$ cat src/rtl/mult_pkg.sv
`default_nettype none
// +----------------------------------------------------------------------+
// | mult_pkg : state encoding and default word format for mult_arbiter   |
// | Revision : 1.0                                                       |
// +----------------------------------------------------------------------+
package mult_pkg;

  localparam int c_default_n = 32;
  localparam int c_default_q = 12;

  typedef enum logic [1:0] {
    IDLE = 2'd0,
    MUL  = 2'd1,
    RESP = 2'd2
  } mult_state_e;

endpackage
`default_nettype wire

$ cat src/rtl/mult_fix_point.sv
`default_nettype none
// +----------------------------------------------------------------------+
// | mult_fix_point : signed Q-format multiplier, sign-magnitude datapath |
// | Revision       : 1.0                                                 |
// +----------------------------------------------------------------------+
module mult_fix_point
  import mult_pkg::*;
#(
  parameter int Q = c_default_q,
  parameter int N = c_default_n
) (
  input  logic [N-1:0] i_a,
  input  logic [N-1:0] i_b,
  output logic [N-1:0] o_result
);

  logic [N-1:0]   w_neg_a;
  logic [N-1:0]   w_neg_b;
  logic [N-2:0]   w_mag_a;
  logic [N-2:0]   w_mag_b;
  logic [2*N-3:0] w_prod;
  logic [N-2:0]   w_mag_r;
  logic           w_sign;
  logic [N-1:0]   w_sm;
  logic           w_unused;

  assign w_neg_a = -i_a;
  assign w_neg_b = -i_b;
  assign w_mag_a = i_a[N-1] ? w_neg_a[N-2:0] : i_a[N-2:0];
  assign w_mag_b = i_b[N-1] ? w_neg_b[N-2:0] : i_b[N-2:0];

  assign w_prod  = {{(N-1){1'b0}}, w_mag_a} * {{(N-1){1'b0}}, w_mag_b};
  assign w_mag_r = w_prod[N-2+Q:Q];
  assign w_sign  = i_a[N-1] ^ i_b[N-1];

  // A negative sign on a zero magnitude would read as 0x80..0; fold it to +0.
  assign w_sm     = (w_mag_r == '0) ? '0 : {w_sign, w_mag_r};
  assign o_result = w_sm[N-1] ? -{1'b0, w_sm[N-2:0]} : w_sm;

  assign w_unused = ^{w_neg_a[N-1], w_neg_b[N-1], w_prod[2*N-3:N-1+Q], w_prod[Q-1:0]};

endmodule
`default_nettype wire

$ cat src/rtl/mult_arbiter.sv
`default_nettype none
// +----------------------------------------------------------------------+
// | mult_arbiter : round-robin arbiter in front of one fixed-point       |
// |                multiplier; MULT_ARBITER_PRIO0_EN gives req 0 priority|
// | Revision     : 1.0                                                   |
// +----------------------------------------------------------------------+
module mult_arbiter
  import mult_pkg::*;
#(
  parameter int N    = c_default_n,
  parameter int Q    = c_default_q,
  parameter int NREQ = 4
) (
  input  logic                    clk,
  input  logic                    rst,
  input  logic [NREQ-1:0]         req_valid,
  output logic [NREQ-1:0]         req_ready,
  input  logic [NREQ*N-1:0]       req_a,
  input  logic [NREQ*N-1:0]       req_b,
  output logic                    rsp_valid,
  input  logic                    rsp_ready,
  output logic [N-1:0]            rsp_data,
  output logic [$clog2(NREQ)-1:0] rsp_id,
  output logic                    busy
);

  localparam int IW = $clog2(NREQ);

  mult_state_e     r_state;
  mult_state_e     w_state_next;
  logic [IW-1:0]   r_last_grant;
  logic [IW-1:0]   r_id;
  logic [N-1:0]    r_a;
  logic [N-1:0]    r_b;
  logic [N-1:0]    r_rsp_data;
  logic [IW-1:0]   r_rsp_id;
  logic [IW-1:0]   w_grant_id;
  logic            w_grant_valid;
  logic            w_accept;
  logic [NREQ-1:0] w_cand;
  logic [IW:0]     w_sum;
  logic [NREQ-1:0] w_req_ready;
  logic [N-1:0]    w_product;
  logic [N-1:0]    w_a_arr [NREQ];
  logic [N-1:0]    w_b_arr [NREQ];

  genvar gi;
  generate
    for (gi = 0; gi < NREQ; gi++) begin : g_unpack
      assign w_a_arr[gi] = req_a[gi*N +: N];
      assign w_b_arr[gi] = req_b[gi*N +: N];
    end
  endgenerate

  always_comb begin
    w_grant_valid = 1'b0;
    w_grant_id    = '0;
    w_sum         = '0;
`ifdef MULT_ARBITER_PRIO0_EN
    w_cand = req_valid & ~NREQ'(1);
`else
    w_cand = req_valid;
`endif
    // Walk from farthest to nearest so the first requester after last_grant wins.
    for (int k = NREQ; k >= 1; k--) begin
      w_sum = {1'b0, r_last_grant} + (IW+1)'(k);
      if (w_sum >= (IW+1)'(NREQ)) begin
        w_sum = w_sum - (IW+1)'(NREQ);
      end
      if (w_cand[w_sum[IW-1:0]]) begin
        w_grant_valid = 1'b1;
        w_grant_id    = w_sum[IW-1:0];
      end
    end
`ifdef MULT_ARBITER_PRIO0_EN
    if (req_valid[0]) begin
      w_grant_valid = 1'b1;
      w_grant_id    = '0;
    end
`endif
  end

  always_comb begin
    w_state_next = r_state;
    w_req_ready  = '0;
    w_accept     = 1'b0;
    case (r_state)
      IDLE: begin
        if (w_grant_valid && !rst) begin
          w_req_ready[w_grant_id] = 1'b1;
          w_accept                = 1'b1;
          w_state_next            = MUL;
        end
      end
      MUL:  w_state_next = RESP;
      RESP: begin
        if (rsp_ready) begin
          w_state_next = IDLE;
        end
      end
      default: w_state_next = IDLE;
    endcase
  end

  always_ff @(posedge clk) begin
    if (rst) begin
      r_state      <= IDLE;
      r_last_grant <= IW'(NREQ-1);
      r_id         <= '0;
      r_a          <= '0;
      r_b          <= '0;
      r_rsp_data   <= '0;
      r_rsp_id     <= '0;
    end else begin
      r_state <= w_state_next;
      if (w_accept) begin
        r_a          <= w_a_arr[w_grant_id];
        r_b          <= w_b_arr[w_grant_id];
        r_id         <= w_grant_id;
        r_last_grant <= w_grant_id;
      end
      if (r_state == MUL) begin
        r_rsp_data <= w_product;
        r_rsp_id   <= r_id;
      end
    end
  end

  mult_fix_point #(
    .Q (Q),
    .N (N)
  ) u_mult (
    .i_a      (r_a),
    .i_b      (r_b),
    .o_result (w_product)
  );

  assign req_ready = w_req_ready;
  assign rsp_valid = (r_state == RESP);
  assign rsp_data  = r_rsp_data;
  assign rsp_id    = r_rsp_id;
  assign busy      = (r_state != IDLE);

endmodule
`default_nettype wire

$ cat config.mk
export PLATFORM = sky130hd
export DESIGN_NAME = mult_arbiter
export DESIGN_NICKNAME = d
export VERILOG_FILES = /design/src/rtl/mult_pkg.sv /design/src/rtl/mult_fix_point.sv /design/src/rtl/mult_arbiter.sv
export SDC_FILE = /design/constraint.sdc
export NUM_CORES = 2
export LEC_CHECK = 0
export CORE_MARGIN = 3
export CORE_UTILIZATION = 51
export DETAILED_ROUTE_END_ITERATION = 8
export PLACE_DENSITY = 0.82
export RECOVER_POWER = 100
export SYNTH_ARGS = -nofsm -noshare
export SYNTH_HDL_FRONTEND = slang
export SYNTH_SLANG_ARGS = --single-unit
$ cat constraint.sdc
create_clock -name clk -period 10.48 [get_ports clk]
set_input_delay 1.572 -clock clk [delete_from_list [all_inputs] [get_ports clk]]
set_output_delay 1.572 -clock clk [all_outputs]
set_load 0.01 [all_outputs]
==> out/results.txt <==
Layout cells sized above 1 -> 0.105
Root Buffer -> clkbuf_16
Fillcell total -> 4,797
Area growth from synthesis to layout -> 20.4%
Aggregate routed wire length -> 108,000 um
CP Max Fanout -> 9
Synth top area cells -> fa_1, nand2_1, dfxtp_1
Number of nets in the layout -> 5,144
Critical Path Source -> r_a[0]
Initial antenna violation count -> 3
Post-synth top area cell -> fa_1
R2r setup slk -> 230 ps
Synth Area in Simple Gates -> 0.190
DRT Pass-1 Iters -> 6
Reg-to-reg startpoint -> r_a[0]
Seq cells post-synth -> 104
Synth Flop Type -> dfxtp_1
Slew margin rel. -> -1.54
Synth Cell Area -> 30,900 sq um
Post-synth cell types -> 89
Avg WL per Cell -> 22.4 um
FFs w/ async S/R, synth -> 0
Crit path capture -> rsp_data[29]
Crit path arrival time -> 10,480 ps
FF-to-FF End -> rsp_data[29]
Tcrit/Tclk final -> 0.978
FF+latch area -> 2080 sq um
Post-DP HPWL -> 88,300 um
Multi-input logic area -> 26,800 sq um
Synth Area in XOR/XNOR -> 0.0543
Seq/Total Area, Yosys -> 0.0674
CTS buffer count -> 9
Max-slew violations -> 84
Post-synth top area share -> 0.433
Die ar. -> 63,600 sq um
Core Area -> 59,500 sq um
Clock sinks -> 104
Final Hold Fails -> 0
Post-Synth Adder-Cell Area -> 0.496
Clk_skew -> 11.8 ps
DP Area -> 36,400 sq um
Yosys warns -> 0
Largest family of logic cells by synthesized area -> adder cells
Vias in the first global route -> 30,500
Worst-path clk slew -> 80 ps
# IOs -> 303
CP Launch Type -> flop
Fmax -> 97.5 MHz
Fraction of synthesized area in multiplexers -> 0.00620
Post-route cell area -> 37,200 sq um
Synth Area in Compound Gates -> 0.101
Violated checks -> max-capacitance violations, max-slew violations
Die Ht -> 252 um
Drc violations -> 0
R2R depth -> 34
Hold_buf cts -> 0
Largest net degree at the start of global routing -> 89
Via count -> 28,800
Slew at the pin with the worst max-slew slack -> 3810 ps
Final Wtd Congestion -> 0.998
Worst-skew pair later-pin latency -> 390 ps
Hold Path Class -> flop to flop
Global-route wire length before repair -> 165,000 um
EDFF count, synth -> 0
Min Clock Period, post-route -> 10,250 ps
Vias per Instance -> 5.95
Mapped Nets -> 4,775
Worst path slowest cell -> fa_2
Slowest stage delay, CP -> 590 ps
ANT cells -> 0
Total of max-cap violations -> 1
Status -> complete, but fails checks
Initial Utilization -> 0.519
Buffers on Ports -> 302
Worst hold slack -> 457 ps
Worst Path Required -> 10,700 ps
GR Util All Layers -> 0.340
Hold Path Depth -> 2
GRT overflow -> 0
CTS tree -> yes
Synthesized instance count -> 3,688
Setup violations, final -> 0
Worst setup EP type -> flop
Post-route ant nets -> 0
Htree depth -> 3
HP Start -> rsp_data[0]
CP Class -> flop to flop
Detailed Route Iter0 Violations -> 2,500
Avg Inst Size Synth -> 8.38 sq um
DIE WIDTH -> 252 um
Clk buf depth -> 2
Row count -> 89
==> metrics by stage <==
| step | instances | setup WS [ps] | utilization | setup TNS (ps) |
|---|---|---|---|---|
| after CTS | 4830 | 50.9 | 0.617 | 0 |
| after detailed placement | 4814 | -64.2 | 0.612 | -135 |
| after global routing | 4835 | -97.6 | 0.625 | -563 |
| after global placement | 4814 | 118 | 0.612 | 0 |
| after floorplan | 3688 | 13.9 | - | 0 |
| final | 4835 | 228 | 0.625 | 0 |
==> worst min path at each step <==
stage	endpoint
after floorplan	r_id[1]
after global placement	rsp_data[0]
after detailed placement	rsp_data[21]
after CTS	rsp_data[0]
after global routing	rsp_data[0]
final	rsp_data[0]
==> worst max-delay path: cells and delay by family (launching register included) <==
kind,cells,cell delay (ps)
buf+inv,7,1090
flops,1,320
xor+xnor,2,350
mux,1,140
compound gates,7,1730
simple gates,7,1980
fa+ha+maj,10,4490
==> layout by cell type, fill, tap and decap left out, types with 7 or more instances in the layout <==
cell type	n
clkbuf_16	9
a211oi_1	25
fa_2	13
nand3_1	14
nand4_1	14
nand2_1	670
and2_1	18
ha_1	151
xnor2_2	20
o31ai_1	9
o21ai_0	57
o21ai_1	15
inv_1	476
a221oi_1	9
a21oi_1	169
nor3_1	10
and3_1	43
buf_12	15
a311oi_1	35
nor4_1	7
nand2b_1	17
dlygate4sd3_1	39
clkdlybuf4s50_1	262
xor2_1	69
nor2_1	526
or2_2	12
xnor2_1	86
or4_1	7
mux2i_1	17
or3_1	11
dfxtp_1	104
o41ai_2	12
a21o_1	33
fa_1	655
buf_4	252
==> sequential cells by signal, indices dropped and copies added (netlist names) <==
signal / count
r_a: 32
r_b: 32
r_id: 2
r_last_grant: 2
r_state: 2
rsp_data: 32
rsp_id: 2
==> cells by family (layout without fill, tap and decap cells) <==
| logic type | Yosys count | count (layout) |
|---|---|---|
| mux | 19 | 19 |
| compound gates | 460 | 460 |
| buf+inv | 693 | 1067 |
| xor+xnor | 184 | 184 |
| flops | 104 | 104 |
| fa+ha+maj | 824 | 824 |
| simple gates | 1404 | 1404 |
==> final cells by class <==
class | count | area share
Clock buffer | 10 | 0.00616
Clock inverter | 6 | 0.00135
Inverter | 477 | 0.0481
Multi-Input combinational cell | 2891 | 0.720
Sequential cell | 104 | 0.0560
Tap cell | 773 | 0.0260
Timing Repair Buffer | 574 | 0.142
==> synth_stat cells, drive strengths merged (18+ instances only) <==
cell type  number
fa            668
xor2           73
o21ai          74
a21o           35
a311oi         37
a21oi         176
nor2          527
nand2         672
mux2i          18
and2           19
inv           476
dfxtp         104
clkbuf        196
ha            156
nand2b         18
xnor2         109
buf            20
o31ai          18
a211oi         26
and3           43
o41ai          19
==> layer usage <==
layer,global-route usage,wire (um)
met1,0.389,36500
met2,0.544,49600
met3,0.102,12700
met4,0.251,9480
met5,0,34
==> timing repair <==
action | 4_1_cts | 5_1_grt
gates resized for setup | 1 | 93
pin swaps | 0 | 25
buffers inserted | 0 | 5
setup endpoints to repair | 5 | 25
Power is left out: the tool's default activity adds up to more than one toggle a clock period on the data nets, which glitch-free logic cannot reach.
